--- src/rtl/instruction_fetch_unit_pkg.sv ---
// Shared definitions for the instruction fetch unit: FSM state encoding,
// fetch constants, the IF/ID payload layout and the word-alignment helper.
// No ports; imported by instruction_fetch_unit and its IF/ID register.
package instruction_fetch_unit_pkg;

   localparam int          INSTR_WIDTH        = 32;
   localparam logic [31:0] PC_STEP            = 32'd4;
   localparam logic [31:0] DEFAULT_RESET_PC   = 32'h0000_0000;
   localparam int          DEFAULT_IMEM_WORDS = 128;

   typedef enum logic [1:0] {
      ST_START  = 2'd0,
      ST_FETCH  = 2'd1,
      ST_HALTED = 2'd2
   } fetch_state_t;

   // Contents of the IF/ID pipeline register (valid bit kept separately).
   typedef struct packed {
      logic [INSTR_WIDTH-1:0] instr;
      logic [31:0]            pc;
      logic [31:0]            pc_plus4;
      logic                   out_of_range;
   } ifid_t;

   // Clears the byte-offset bits so every PC is word aligned.
   function automatic logic [31:0] align_word(input logic [31:0] addr);
      return addr & ~(PC_STEP - 32'd1);
   endfunction

endpackage

--- src/rtl/instruction_fetch_unit_if_id_register.sv ---
// IF/ID pipeline register: holds valid + {instruction, PC, PC+4, out-of-range}.
// Latency: one edge from load to output. Backpressure: holds when neither
// load nor clear is asserted; clear (flush/consume) beats load.
// Ports: clk/rst (async active-high), load, clear, in_* payload, valid, out_* payload.
module instruction_fetch_unit_if_id_register
   import instruction_fetch_unit_pkg::*;
(
   input  logic                   clk,
   input  logic                   rst,
   input  logic                   load,
   input  logic                   clear,
   input  logic [INSTR_WIDTH-1:0] in_instr,
   input  logic [31:0]            in_pc,
   input  logic [31:0]            in_pc_plus4,
   input  logic                   in_out_of_range,
   output logic                   valid,
   output logic [INSTR_WIDTH-1:0] out_instr,
   output logic [31:0]            out_pc,
   output logic [31:0]            out_pc_plus4,
   output logic                   out_out_of_range
);

   ifid_t held;

   // A clear only drops the valid bit; the payload is left as-is since
   // nothing downstream looks at it while valid is low.
   always_ff @(posedge clk or posedge rst) begin
      if (rst) begin
         valid <= 1'b0;
         held  <= '0;
      end else if (clear) begin
         valid <= 1'b0;
      end else if (load) begin
         valid             <= 1'b1;
         held.instr        <= in_instr;
         held.pc           <= in_pc;
         held.pc_plus4     <= in_pc_plus4;
         held.out_of_range <= in_out_of_range;
      end
   end

   assign out_instr        = held.instr;
   assign out_pc           = held.pc;
   assign out_pc_plus4     = held.pc_plus4;
   assign out_out_of_range = held.out_of_range;

endmodule

--- src/rtl/instruction_fetch_unit.sv ---
// Instruction fetch unit: owns the PC, reads a zero-latency instruction
// memory and feeds decode through the IF/ID register with valid/ready.
// Latency: word at PC appears on Out* one edge after it is addressed.
// Backpressure: OutValid && !OutReady freezes PC and IF/ID (no drop/repeat).
// Ports: Clk, Reset (async active-high), ImemAddress/ImemInstruction memory
// side, Redirect/RedirectTarget/Halt control, OutValid/OutReady handshake,
// OutInstruction/OutPC/OutPCPlus4/OutOfRange payload.
// Optional macro FETCH_COUNT_EN adds FetchCount, a count of accepted words.
module instruction_fetch_unit
   import instruction_fetch_unit_pkg::*;
#(
   parameter logic [31:0] RESET_PC   = DEFAULT_RESET_PC,
   parameter int          IMEM_WORDS = DEFAULT_IMEM_WORDS
)
(
   input  logic                   Clk,
   input  logic                   Reset,
   output logic [31:0]            ImemAddress,
   input  logic [INSTR_WIDTH-1:0] ImemInstruction,
   input  logic                   Redirect,
   input  logic [31:0]            RedirectTarget,
   input  logic                   Halt,
   input  logic                   OutReady,
   output logic                   OutValid,
   output logic [INSTR_WIDTH-1:0] OutInstruction,
   output logic [31:0]            OutPC,
   output logic [31:0]            OutPCPlus4,
   output logic                   OutOfRange
`ifdef FETCH_COUNT_EN
   ,
   output logic [31:0]            FetchCount
`endif
);

   localparam logic [31:0] IMEM_WORDS_U = 32'(IMEM_WORDS);

   fetch_state_t state;
   fetch_state_t state_next;
   logic [31:0]  pc;
   logic [31:0]  pc_next;
   logic [31:0]  pc_plus4;
   logic         oor_now;
   logic         can_load;
   logic         ifid_load;
   logic         ifid_clear;

   assign ImemAddress = pc;
   assign pc_plus4    = pc + PC_STEP;           // wraps modulo 2^32
   assign oor_now     = ({2'b00, pc[31:2]} >= IMEM_WORDS_U);
   // IF/ID can take a new word when it is empty or being drained this edge.
   assign can_load    = !OutValid || OutReady;

   // ------------------------------------------------------------------
   // State and PC registers
   // ------------------------------------------------------------------
   always_ff @(posedge Clk or posedge Reset) begin
      if (Reset) begin
         state <= ST_START;
         pc    <= RESET_PC;
      end else begin
         state <= state_next;
         pc    <= pc_next;
      end
   end

   // ------------------------------------------------------------------
   // Next state, next PC and IF/ID controls.
   // Redirect overrides everything else in every state; Halt comes next.
   // ------------------------------------------------------------------
   always_comb begin
      state_next = state;
      pc_next    = pc;
      ifid_load  = 1'b0;
      ifid_clear = 1'b0;

      if (Redirect) begin
         // Flush even while stalled: the held word is on the wrong path.
         pc_next    = align_word(RedirectTarget);
         ifid_clear = 1'b1;
         state_next = ST_FETCH;
      end else begin
         case (state)
            ST_START: begin
               // Bubble cycle out of reset; nothing is captured yet.
               state_next = Halt ? ST_HALTED : ST_FETCH;
            end
            ST_FETCH: begin
               if (can_load) begin
                  ifid_load = 1'b1;
                  pc_next   = pc_plus4;
               end
               // A halting cycle still captures the current word if it can.
               if (Halt) begin
                  state_next = ST_HALTED;
               end
            end
            ST_HALTED: begin
               // PC frozen; only let decode drain the last held word.
               if (OutReady) begin
                  ifid_clear = 1'b1;
               end
            end
            default: begin
               state_next = ST_START;
            end
         endcase
      end
   end

   // ------------------------------------------------------------------
   // IF/ID pipeline register
   // ------------------------------------------------------------------
   instruction_fetch_unit_if_id_register u_if_id (
      .clk              (Clk),
      .rst              (Reset),
      .load             (ifid_load),
      .clear            (ifid_clear),
      .in_instr         (ImemInstruction),
      .in_pc            (pc),
      .in_pc_plus4      (pc_plus4),
      .in_out_of_range  (oor_now),
      .valid            (OutValid),
      .out_instr        (OutInstruction),
      .out_pc           (OutPC),
      .out_pc_plus4     (OutPCPlus4),
      .out_out_of_range (OutOfRange)
   );

`ifdef FETCH_COUNT_EN
   // Counts words handed to decode; a word flushed by Redirect on the same
   // edge is not counted as accepted.
   always_ff @(posedge Clk or posedge Reset) begin
      if (Reset) begin
         FetchCount <= '0;
      end else if (OutValid && OutReady && !Redirect) begin
         FetchCount <= FetchCount + 32'd1;
      end
   end
`endif

endmodule

--- config.mk ---
export PLATFORM = sky130hd
export DESIGN_NAME = instruction_fetch_unit
export DESIGN_NICKNAME = d
export VERILOG_FILES = /design/src/rtl/instruction_fetch_unit_pkg.sv /design/src/rtl/instruction_fetch_unit_if_id_register.sv /design/src/rtl/instruction_fetch_unit.sv
export SDC_FILE = /design/constraint.sdc
export NUM_CORES = 1
export LEC_CHECK = 0
export ABC_AREA = 1
export BUFFER_PORTS_ARGS = -buffer_cell sky130_fd_sc_hd__buf_2
export CORE_ASPECT_RATIO = 0.5
export CORE_MARGIN = 1.5
export CORE_UTILIZATION = 50
export CTS_CLUSTER_DIAMETER = 80
export DETAILED_ROUTE_END_ITERATION = 10
export GPL_ROUTABILITY_DRIVEN = 0
export PLACE_DENSITY = 0.8
export SYNTH_ARGS = -nofsm -noshare
export SYNTH_HDL_FRONTEND = slang
export SYNTH_SLANG_ARGS = --single-unit
--- constraint.sdc ---
create_clock -name Clk -period 5.5 [get_ports Clk]
set_input_delay 0.825 -clock Clk [delete_from_list [all_inputs] [get_ports Clk]]
set_output_delay 0.825 -clock Clk [all_outputs]
set_load 0.01 [all_outputs]
# [Word level (Yosys, flattened, before mapping)]
# Index checks and enable logic that the tools add are counted.
[op_classes] n_addsub=1 magnitude_cmp=1 eq_ne=4 n_mux=15 n_bitwise=1 reduce_logical=9
[ops] operator="32-bit two-way mux" count=3
[ops] operator="32-bit by 3-bit adder with 32-bit output (second input constant)" count=1
[ops] operator="30-bit by 8-bit >= comparator with 1-bit output (second input constant)" count=1
[ops] operator="1-bit two-way mux" count=8
[ops] operator="2-bit two-way mux" count=3
[ops] operator="2-bit one-hot mux with 3 select lines" count=1
[ops] operator="2-bit AND reduction" count=3
[ops] operator="2-bit nonzero test" count=3
[ops] operator="3-bit != test (second input constant)" count=1
[ops] operator="2-bit by 1-bit equality test with 1-bit output (second input constant)" count=1
[ops] operator="2-bit equality test (second input constant)" count=1
[ops] operator="2-bit logical NOT" count=1
[ops] operator="2-bit != test (second input constant)" count=1
[ops] operator="1-bit logical NOT" count=1
[ops] operator="1-bit logical OR" count=1
[ops] operator="1-bit inverter" count=1
[word_totals] ff_bits=132 out_inout_bits=130 wordCells=38

# [Logic depth before layout (Yosys ltp)]
# Gate-level depths: netlist of the first run.
[logic_depth] depth_word=7 ltp_mapped=10 ltp_nobuf=9

# [Hierarchy]
# From an unflattened synthesis of the first run, not the netlist that was laid out.
[unflattened] hier_cells=764 hier_area_um2=6214.7
[modules_own_cells] mod="instruction_fetch_unit_if_id_register" instances=1 cells_per_inst=425 area_per_inst_um2=3871.2 seq_area_each_um2=2452.4
[modules_own_cells] mod="instruction_fetch_unit" instances=1 cells_per_inst=339 area_per_inst_um2=2343.5 seq_area_each_um2=800.8

# [Least setup slack after synthesis of the first run]
# OpenSTA, ideal clock, no wires.
[synth_timing] path_kind="input to register" startpoint="input Redirect" endpoint="register pc[22], in the netlist ImemAddress[22]" setup_time_ns=0.121 arrival_time_ns=1.630 required_ns=5.379 slack_ns=3.749 path_stages=7 path_cell_list="clkbuf_1 -> inv_1 -> nand2_1 -> inv_2 -> buf_2 -> a22oi_1 -> nand2_1"
[synth_between] elab_chain_cells=2 elab_cells_between_ends=4
[synth_rtl] item="start: declaration" line_no="instruction_fetch_unit.sv:20" text="input logic Redirect,"
[synth_rtl] item="2-bit nonzero test (no line)"
[synth_rtl] item="2-bit AND reduction (no line)"
[synth_rtl] item="end signal: assignment" line_no="instruction_fetch_unit.sv:62" text="pc <= pc_next;"
[synth_rtl] item="end: declaration" line_no="instruction_fetch_unit.sv:39" text="logic [31:0] pc;"
# Several ways; a longest one is shown, not always the timed one.
# A chain may end at the register's enable or synchronous reset.

# [Worst setup path in the final report of the first run]
[layout_timing] startpoint="input Redirect" endpoint="register u_if_id.held (netlist bit u_if_id.out_instr[8])"
[layout_between] elab_chain_cells=3 elab_cells_between_ends=4
[layout_rtl] item="1-bit two-way mux" line_no="instruction_fetch_unit.sv:76" text="if (Redirect) begin"
[layout_rtl] item="1-bit inverter (no line)"
[layout_rtl] item="2-bit AND reduction (no line) (*)"
[layout_rtl] item="end: declaration" line_no="instruction_fetch_unit_if_id_register.sv:23" text="ifid_t held;"
# Mark *: on every way between the ends. The rest lies on a longest branch, timed or not.

==> results.ini, run 1 <==
[grt]
antenna_found_initial=0
grt_max_degree=79
grt_usage_pct=26.1
grt_pass1_vias=5013
grt.overflow.total=0
grt_pass1_wl_mm=24.9

[synth]
synth.top_cell.area_share_pct=54.9
synth_area_leaders=dfrtp_1 55%, nand2_1 24%, a22oi_1 2.7%
synth.avg_cell_area_sq_um=8.09
ys.warnings.count=0
mappedNetlistArea_sq_mm=0.00575
yosys.area.top_type=dfrtp_1
syn-instance-count=710
ys_seq_area_share_pct=54.9
netlist-cell-type-count=28
synth-seq-cells=126

[clocking]
cts_tree=done
clkSlewWorstSetupHoldPaths_ns=0.05
h-tree-depth=4
clk_root_buffer_cell=clkbuf_16
cts_sinks=126
clock_latency_ns=0.41
ctsHoldBuffers=0
post_cts_buffers=0
clock_path_buffers=2
cts_buffers=17
cts_resized=0

[timing]
fmax_mhz=376
hold_ws_ns=0.447
setup_violations=0
min_period_ns=2.66
fin_worst_skew_ns=0.00789
worstMarginPinSlew_ns=1.03
drv_slew=0
tns_ns=0
grt_setup_unrepaired=false
hold_violations=0
slew_headroom_pct=31.4
post-route-period-util_pct=48.3

[finish]
final_common_cell=nand2_1
final_cell_mix=360 x nand2_1, 190 x buf_2, 126 x dfrtp_1, 42 x nor2_1, 30 x inv_1
antenna_cells=0
syn_to_final_growth_pct=27.7
drive_gt1_share_pct=27.3
final_cells=1051
fillers=931
final_nets=965

[power]
p_per_area_mw_per_mm2=415
leakage_nw=4.09
ir_worst_vdd_v=0.000203
fin_total_pwr_w=0.00304

[place]
place_inst=1020
port_buffers=190
hpwl_mm=10.5

[drt]
viasPerCell=5.08
first_pass_iters=6
drc=0
wire_per_inst_um=14.5
antenna_left=0
drt_wl_total_mm=15.2
drtIter0Drc=453
vias=5336

[die]
core_sq_mm=0.0111
pin_count=199
start_util_pct=51.9
std_cell_rows=27
die_h_um=78.8
die_area_sq_mm=0.0122
die_w_um=155

[job]
timing.max_cap.violations=0

[worst_setup_path]
cp_max_fo=77
cp_data_required_time_ns=5.78
critPathKind=in -> reg
crit_arrival_ns=2.94
cp-start-kind=primary input
cp-end-kind=flop

[hold_path]
hp-class=reg -> reg

[outcome]
status=complete, no violations

-- metal layers --
| layer | GRT usage [%] | wire length, um | vias to the layer above | share of wire (%) |
|---|---|---|---|---|
| met5 | 0 | 0 | - | 0 |
| met4 | 9.23 | 268 | 0 | 1.8 |
| met3 | 5.13 | 844 | 26 | 5.5 |
| met2 | 42.2 | 7010 | 206 | 46 |
| met1 | 35.6 | 7100 | 2522 | 47 |
| li1 | - | - | 2582 | - |
-- cells by family after synthesis --
logic type / Yosys count / share of synthesized area, %
buffers and inverters: 67 / 5.49
other: 1 / 0.0653
DFF: 126 / 54.9
AOI/OAI and AO/OA: 49 / 5.38
xor gates and xnor gates: 13 / 1.98
adders and majority gates: 2 / 0.435
and+or+nand+nor: 452 / 31.8
-- final timing paths --
check,start,end,slack (ns),cells past startpoint
min in group asynchronous,Reset,u_if_id.out_instr[12],0.62,2
worst max-delay path,Redirect,u_if_id.out_instr[8],2.84,6
worst max register to register,state[1],u_if_id.out_instr[8],3.05,7
worst min-delay path,state[0],state[1],0.45,1
max in group asynchronous,Reset,u_if_id.out_pc_plus4[18],3.65,3
worst min register to register,state[0],state[1],0.45,1
-- state kept, by name, summed over array words and instances (netlist names) --
name	count
u_if_id.out_instr	32
state	2
u_if_id.out_out_of_range	1
ImemAddress	30
u_if_id.out_pc	30
u_if_id.valid	1
u_if_id.out_pc_plus4	30
-- cells in the mapped netlist --
library cell    n
a21oi_1         2
a22oi_1        21
a311oi_1        1
buf_2          15
buf_4          10
buf_6           1
clkbuf_1        7
conb_1          1
dfrtp_1       126
ha_1            2
inv_1          31
inv_2           3
nand2_1       360
nand2_2         4
nand2_4         1
nand3_1        25
nand3_2         2
nand4_1         1
nor2_1         42
nor2_2          9
nor2_4          5
nor3_1          2
nor4_1          1
o211ai_1        3
o21ai_0        14
o21ai_1         8
xnor2_1         5
xor2_1          8
-- cell type report --
cell class	instances	area [sq um]	area share, %
flip-flops and latches	126	3150	43.0
multi-input cells	522	2300	31.4
repair buffers	193	973	13.3
clock buffers	25	515	7.03
well taps	145	181	2.47
inverters	34	131	1.79
clock inverters	6	80.1	1.09
-- worst max-delay path, stage by stage --
cell      delay [ns]
buf_2           0.34
nor2_4          0.21
clkinv_2        0.77
buf_4           0.59
nand2_1         0.10
nand2_1         0.07
-- stage by stage --
step | setup WS, ns | instance area, sq um | util (%)
2_1_floorplan | 1.32 | 5760 | -
3_3_place_gp | 2.48 | 6740 | 60.8
3_5_place_dp | 2.40 | 6740 | 60.8
4_1_cts | 2.82 | 7340 | 66.2
5_1_grt | 2.63 | 7340 | 66.2
6_report | 2.84 | 7340 | 66.2
-- power breakdown --
part,internal [W],switching (W),leakage (nW)
Clock,0.000734,0.000385,0.299
Combinational,0.000257,0.000401,2.22
Sequential,0.00112,0.000145,1.57
Power figures use the tool's default switching activity.
==> run 2: changes to the inputs <==
--- a/config.mk
+++ b/config.mk
@@ -5,7 +5,7 @@
 export SDC_FILE = /design/constraint.sdc
 export NUM_CORES = 1
 export LEC_CHECK = 0
-export ABC_AREA = 1
+export ABC_AREA = 0
 export BUFFER_PORTS_ARGS = -buffer_cell sky130_fd_sc_hd__buf_2
 export CORE_ASPECT_RATIO = 0.5
 export CORE_MARGIN = 1.5
@@ -13,7 +13,7 @@
 export CTS_CLUSTER_DIAMETER = 80
 export DETAILED_ROUTE_END_ITERATION = 10
 export GPL_ROUTABILITY_DRIVEN = 0
-export PLACE_DENSITY = 0.8
+export PLACE_DENSITY = 0.79
 export SYNTH_ARGS = -nofsm -noshare
 export SYNTH_HDL_FRONTEND = slang
 export SYNTH_SLANG_ARGS = --single-unit
==> constraint.sdc (replaced) <==
create_clock -name Clk -period 2.65 [get_ports Clk]
set_input_delay 0.3975 -clock Clk [delete_from_list [all_inputs] [get_ports Clk]]
set_output_delay 0.3975 -clock Clk [all_outputs]
set_load 0.01 [all_outputs]
==> run 2 against run 1 <==
Net effect: first-iteration DRC count is 16% lower; area after synthesis rose by 2.8%; worst setup slack got worse by 2.5 ns; die area up 2.7%; critical path depth unchanged; global-route usage shrank 2.3 points; sequential power is 110% higher; hold slack worse by 0.29 ns; count of clock-buffer cells in the layout shrank 6; routed wire length shrank 5.9%; largest power group unchanged; sequential share of layout area shrank 1.0 points; power increased by 110%.
==> results.ini, run 2 <==
[timing]
grt_setup_unrepaired=false
hold_violations=0
setup_violations=0
hold_ws_ns=0.160
post-route-period-util_pct=88.8
tns_ns=0
setup_slack_ns=0.297
min_period_ns=2.35
slew_headroom_pct=42.3
drv_slew=0
worstMarginPinSlew_ns=0.863
fin_worst_skew_ns=0.00769
fmax_mhz=425

[clocking]
cts_buffers=17
h-tree-depth=4
clock_path_buffers=2
clock_latency_ns=0.41
clk_root_buffer_cell=clkbuf_16
cts_sinks=126
cts_resized=0
cts_tree=done
ctsHoldBuffers=0
post_cts_buffers=0
clkSlewWorstSetupHoldPaths_ns=0.06

[worst_setup_path]
cp-start-kind=flop
cp_data_required_time_ns=2.92
path_buf_inv=0
cp_max_fo=13
critPathKind=reg -> reg
crit_slowest_cell=or4_4
crit_chain=ha_1 -> nand3_4 -> or4_4 -> nor4_1 -> xnor2_1 -> o21ai_1
cp-end-kind=flop
crit_arrival_ns=2.62
worstSetupStartpoint=ImemAddress[2]
cpPeakStageDelay_ns=0.69
path_delay_family=simple AND/OR/NAND/NOR gates
reg2reg_from=ImemAddress[2]

[synth]
synthFlopType=dfrtp_1
ys_seq_area_share_pct=53.4
ys.warnings.count=0
synth-edff-count=0
yosys.area.top_type=dfrtp_1
async_flop_share_pct=100
syn-instance-count=536
synthTopCellsByCount=126 x dfrtp_1, 62 x mux2_2, 46 x nand2_1, 46 x nor2_1, 31 x a21oi_1
yosysMostFrequentCell=dfrtp_1
synth-seq-cells=126
synth.avg_cell_area_sq_um=11.0
mappedNetlistArea_sq_mm=0.00591
synth.top_cell.area_share_pct=53.4
netlist-cell-type-count=43
synth_area_leaders=dfrtp_1 53%, mux2_2 12%, xnor2_1 4.3%

[drt]
drc=0
first_pass_iters=5
vias=4620
viasPerCell=5.21
drtIter0Drc=380
drt_wl_total_mm=14.3
wire_per_inst_um=16.2
antenna_left=0

[die]
start_util_pct=52.5
pin_count=199
core_sq_mm=0.0112
die_w_um=157
die_area_sq_mm=0.0125
die_h_um=79.9
std_cell_rows=27

[grt]
grt_usage_pct=23.8
grt_pass1_vias=4537
grt_pass1_wl_mm=22.8
grt_max_degree=89
antenna_found_initial=2
grt.overflow.total=0

[finish]
largest_reg_flops=32
utilization_pct=66.8
final_common_cell=buf_2
drive_gt1_share_pct=42.9
final_nets=783
final_cell_mix=190 x buf_2, 126 x dfrtp_1, 62 x mux2_2, 46 x nand2_1, 46 x nor2_1
syn_to_final_growth_pct=27.3
fillers=902

[power]
leakage_nw=3.34
p_per_area_mw_per_mm2=852
ir_worst_vdd_v=0.000472

[place]
port_buffers=190
hpwl_mm=9.79
post-place-ws_ns=0.309

[job]
timing.max_cap.violations=0

[outcome]
status=complete, no violations

[hold_path]
hp-class=in -> async

[run 2: changes by cell type in the layout (fill, tap and decap cells not counted), sizes merged, moves of 18 or more]
| cell | before | now |
|---|---|---|
| a22oi | 21 | 0 |
| nand2 | 365 | 46 |
| nand4 | 1 | 19 |
| xor2 | 8 | 28 |
| a21oi | 2 | 32 |
| xnor2 | 5 | 29 |
| mux2 | 0 | 63 |
| inv | 33 | 3 |
[run 2: final timing paths]
path                                         endpoint  slack, ns  cells past startpoint
worst max-delay path                  ImemAddress[30]       0.30                      6
worst min-delay path               u_if_id.out_pc[28]       0.16                      2
worst max register to register        ImemAddress[30]       0.30                      6
worst min register to register               state[1]       0.49                      1
max in group asynchronous       u_if_id.out_instr[23]       1.74                      3
min in group Clk                             state[0]       0.18                      2
[run 2: layer usage]
metal	up-vias	GRT usage [%]	wire, um
met4	0	8.00	112
met1	2245	30.5	6200
met3	11	7.22	1140
met2	180	38.8	6870
li1	2184	-	-
met5	-	0	0
[run 2: power breakdown]
group          total, W  internal, W  switching (W)
logic           0.00137     0.000660       0.000712
clock network   0.00241      0.00153       0.000878
registers       0.00262      0.00233       0.000292
[run 2: final cells by class]
cell class                      count  area [sq um]  area share (%)
Inverter                            3          15.0           0.200
Clock buffer                       19           453            6.02
Multi-Input combinational cell    363          2460            32.7
Sequential cell                   126          3150            41.9
Timing Repair Buffer              201          1070            14.2
Clock inverter                     13           164            2.18
Tap cell                          159           199            2.65
Antenna cell                        2          5.00          0.0666
[run 2: metrics by stage]
step	std cells	total power, W	instance area, sq um
after CTS	884	0.00646	7510
after floorplan	541	0.00343	5930
after global routing	885	0.00671	7520
final	886	0.00640	7520
after detailed placement	852	0.00403	6900
after global placement	852	0.00398	6900
[run 2: worst reg2reg max path, stage by stage, from the launching register on]
cell	delay (ns)
dfrtp_1	0.46
ha_1	0.30
nand3_4	0.14
or4_4	0.69
nor4_1	0.38
xnor2_1	0.18
o21ai_1	0.07
[run 2: cells by family after synthesis]
family / synth area share, %
XOR/XNOR: 8.45
adder cells (fa/ha/maj): 0.424
buffers and inverters: 5.40
other: 0.0635
AND/OR/NAND/NOR: 14.5
AO/OA/AOI/OAI: 5.59
multiplexers: 12.2
flip-flops: 53.4
